<file path="src/rtl/regfile_seq.sv">
// Operand-fetch sequencer: serialises one or two reads through a single synchronous
// register-file read port, forwards same-edge writebacks, and passes writes through.
module regfile_seq #(
    parameter int addr_width = 4,
    parameter int data_width = 16
) (
    input  logic                  clk,
    input  logic                  reset,
    input  logic                  req_valid,
    output logic                  req_ready,
    input  logic [addr_width-1:0] req_ra,
    input  logic [addr_width-1:0] req_rb,
    input  logic                  req_two,
    output logic                  rsp_valid,
    input  logic                  rsp_ready,
    output logic [data_width-1:0] rsp_a,
    output logic [data_width-1:0] rsp_b,
    input  logic                  wb_valid,
    input  logic [addr_width-1:0] wb_adr,
    input  logic [data_width-1:0] wb_data,
    output logic                  rf_we,
    output logic [addr_width-1:0] rf_wadr,
    output logic [data_width-1:0] rf_din,
    output logic [addr_width-1:0] rf_radr,
    input  logic [data_width-1:0] rf_dout
);

    typedef enum logic [2:0] {
        IDLE,
        RD_A,
        RD_B,
        CAP_A,
        CAP_B,
        RESP
    } state_t;

    state_t                state;
    state_t                state_nxt;
    logic [addr_width-1:0] ra_q;
    logic [addr_width-1:0] rb_q;
    logic                  two_q;
    logic                  fwd_a;
    logic                  fwd_b;
    logic [data_width-1:0] fwd_data_a;
    logic [data_width-1:0] fwd_data_b;
    logic                  hit_a;
    logic                  hit_b;

    assign rf_we   = wb_valid & ~reset;
    assign rf_wadr = wb_adr;
    assign rf_din  = wb_data;

    // A write landing on the read edge must win over the stale value the port returns.
    assign hit_a = wb_valid && (wb_adr == ra_q);
    assign hit_b = wb_valid && (wb_adr == rb_q);

    always_ff @(posedge clk or posedge reset) begin
        if (reset) begin
            state <= IDLE;
        end else begin
            state <= state_nxt;
        end
    end

    always_comb begin
        state_nxt = state;
        req_ready = 1'b0;
        rsp_valid = 1'b0;
        rf_radr   = '0;
        case (state)
            IDLE: begin
                req_ready = 1'b1;
                if (req_valid) begin
                    state_nxt = RD_A;
                end
            end
            RD_A: begin
                rf_radr   = ra_q;
                state_nxt = two_q ? RD_B : CAP_A;
            end
            RD_B: begin
                rf_radr   = rb_q;
                state_nxt = CAP_B;
            end
            CAP_A:   state_nxt = RESP;
            CAP_B:   state_nxt = RESP;
            RESP: begin
                rsp_valid = 1'b1;
                if (rsp_ready) begin
                    state_nxt = IDLE;
                end
            end
            default: state_nxt = IDLE;
        endcase
    end

    // Request fields and forward payloads are qualified by state, so they need no reset.
    always_ff @(posedge clk) begin
        if (state == IDLE && req_valid) begin
            ra_q  <= req_ra;
            rb_q  <= req_rb;
            two_q <= req_two;
        end
        if (state == RD_A) begin
            fwd_data_a <= wb_data;
        end
        if (state == RD_B) begin
            fwd_data_b <= wb_data;
        end
    end

    always_ff @(posedge clk or posedge reset) begin
        if (reset) begin
            fwd_a <= 1'b0;
            fwd_b <= 1'b0;
            rsp_a <= '0;
            rsp_b <= '0;
        end else begin
            if (state == RD_A) begin
                fwd_a <= hit_a;
            end
            if (state == RD_B) begin
                fwd_b <= hit_b;
            end
            if (state == RD_B || state == CAP_A) begin
                rsp_a <= fwd_a ? fwd_data_a : rf_dout;
            end
            if (state == CAP_A) begin
                rsp_b <= '0;
            end
            if (state == CAP_B) begin
                rsp_b <= fwd_b ? fwd_data_b : rf_dout;
            end
        end
    end

endmodule

</file>
<file path="config.mk">
export PLATFORM = sky130hd
export DESIGN_NAME = regfile_seq
export DESIGN_NICKNAME = d
export VERILOG_FILES = /design/src/rtl/regfile_seq.sv
export SDC_FILE = /design/constraint.sdc
export NUM_CORES = 1
export LEC_CHECK = 0
export ABC_AREA = 1
export BUFFER_PORTS_ARGS = -buffer_cell sky130_fd_sc_hd__buf_2
export CAP_MARGIN = 20
export CORE_MARGIN = 4
export CORE_UTILIZATION = 45
export DETAILED_ROUTE_END_ITERATION = 10
export GPL_ROUTABILITY_DRIVEN = 0
export GPL_TIMING_DRIVEN = 1
export HOLD_SLACK_MARGIN = 0.02
export PLACE_DENSITY = 0.71
export SETUP_SLACK_MARGIN = 0.2
export SYNTH_ARGS = -nofsm -noshare
export SYNTH_HDL_FRONTEND = slang
export SYNTH_SLANG_ARGS = --single-unit
</file>
<file path="constraint.sdc">
create_clock -name clk -period 5.1 [get_ports clk]
set_input_delay 0 -clock clk [delete_from_list [all_inputs] [get_ports clk]]
set_output_delay 0 -clock clk [all_outputs]
set_load 0.1 [all_outputs]
</file>
==> results.yml <==
job:
  drv_cap: 0
status:
  status: "complete, no violations"
timing:
  drv_slew: 0
  slew_headroom_pct: 36.4
  whs_ps: 32.1
  fmax_mhz: 390
  finalSetupTns_ps: 0
  period_minus_slack_ps: 2560
  rsz0062_at_grt: "false"
  hold_viol: 0
  tightest_slew_ps: 954
  finalSetupViolCount: 0
  finalClockSkew_ps: 7.34
  timing.final.crit_share_pct: 50.2
layout:
  n_antenna_cell: 0
  drive_gt1_share_pct: 31.5
  final_common_cell: "buf_2"
  nFillCells: 609
  syn2layout_area_growth_pct: 28.6
  final_nets: 524
  stdcell_count: 578
  most-common-layout-cells: "buf_2, nand2_1, nor2_1"
synthesis:
  yosys.area.top_type_share_pct: 35.0
  ys_warn_count: 0
  synth.area.top_cells: "edfxtp_1, dfrtp_1, nand2_1"
  avgSynthCellArea_um2: 9.99
  syn_inst: 352
  synth-seq-area-share_pct: 61.4
  ys_types: 26
  syn_nets: 402
  synth_area_leader_cell: "edfxtp_1"
  netlist_area_um2: 3520
  synth-seq-cells: 78
grt:
  grt_max_degree: 38
  track_usage_pct: 19.1
  grt.overflow.total: 0
  antenna_found_initial: 0
  grt_pass1_vias: 2735
  grt_pass1_wl_mm: 13.3
critical_path:
  start_kind: "register"
  worst-path-max-fanout: 17
  worst-setup-path-type: "register to output port"
  endpoint_kind: "output port"
  worstPathArrival_ps: 2560
  cp.required_ps: 5100
floorplanning:
  die_w_um: 96.4
  ios: 109
  dieArea_um2: 9290
  fp-row-count: 31
  die-height_um: 96.4
  initial_core_util_pct: 47.5
  core_area_um2: 7410
cts:
  cts.sinks: 78
  clock_latency_ps: 340
  clkTransAtPathRegs_ps: 70
  clk_path_buf_depth: 2
  htree_levels: 3
  cts_resized: 0
  cts_root_buf: "clkbuf_8"
  cts_inserted_buffers: 9
  cts_tree: "done"
route:
  vias_per_cell: 4.76
  final_antenna_net_count: 0
  dr.pass1.iters: 5
  drc: 0
  wl_per_cell_um: 14.4
  drt-initial-drc-count: 118
  wl_mm: 8.30
  routed-via-count: 2754
placement:
  port_buffers: 108
  dp_cells: 529
  dpl.hpwl_mm: 5.46
min_path:
  hold_path.class: "primary input to register"
==> per-layer routing <==
metal  vias to the layer above  share of wire, %  global-route usage [%]
li1                       1370                 -                       -
met4                         0               2.7                    8.88
met5                         -                 0                       0
met1                      1253                41                    24.3
met2                       111                51                    32.4
met3                        20               5.9                    2.79
==> layout make-up <==
type                    instances  area (um^2)  share of cell area (%)
well taps                      99          124                    2.74
flip-flops and latches         78         2160                    47.7
repair buffers                143          883                    19.5
clock buffers                  10          128                    2.82
multi-input cells             204          971                    21.5
inverters                      38          150                    3.32
clock inverters                 6          110                    2.43
==> synth_stat cells (all sizes together) <==
| cell type | count |
|---|---|
| a21oi | 16 |
| buf | 27 |
| clkbuf | 5 |
| dfrtp | 37 |
| edfxtp | 41 |
| inv | 38 |
| nand2 | 82 |
| nand3 | 21 |
| nand4 | 2 |
| nor2 | 45 |
| nor3 | 2 |
| o21ai | 33 |
| o22ai | 3 |
==> stage by stage <==
| stage | instance area, um^2 | utilization [%] | worst slack, ps |
|---|---|---|---|
| after floorplan | 3520 | - | 2180 |
| after global routing | 4520 | 61.1 | 2390 |
| after CTS | 4520 | 61.1 | 2540 |
| after detailed placement | 3960 | 53.4 | 3000 |
| after global placement | 3950 | 53.3 | 3010 |
| final | 4520 | 61.1 | 2540 |
==> worst paths after layout <==
check / from / endpoint / slack (ps) / cells after the start
max: state[2] / rf_radr[3] / 2540 / 6
min: rf_dout[10] / rsp_b[10] / 30 / 5
max reg2reg: state[2] / fwd_data_a[15] / 3200 / 3
min reg2reg: fwd_data_a[15] / rsp_a[15] / 490 / 2
max in group asynchronous: reset / rsp_b[12] / 4410 / 4
min in group asynchronous: reset / state[1] / 350 / 4
==> sequential cells by signal (all words and copies together) (netlist names) <==
signal,flops
fwd_a,1
fwd_b,1
fwd_data_a,16
fwd_data_b,16
ra_q,4
rb_q,4
rsp_a,16
rsp_b,16
state,3
two_q,1
==> critical path: stages, from the launching register on <==
cell     delay, ps
dfrtp_1        480
inv_4          140
nand3_1        260
inv_1          600
nand2_1        120
o21ai_0        150
buf_2          480
==> cells by family after synthesis <==
kind of cell / share of synthesized area (%)
and+or+nand+nor: 20.1
AOI/OAI and AO/OA: 7.51
buffers and inverters: 11.0
DFF: 61.4
==> timing repair <==
action / CTS / global route
setup buffers: 0 / 0
hold buffers: 33 / 0
endpoints found under the hold margin: 85 / 0
Power is left out: the tool's default activity adds up to more than one toggle a clock period on the data nets, which glitch-free logic cannot reach.
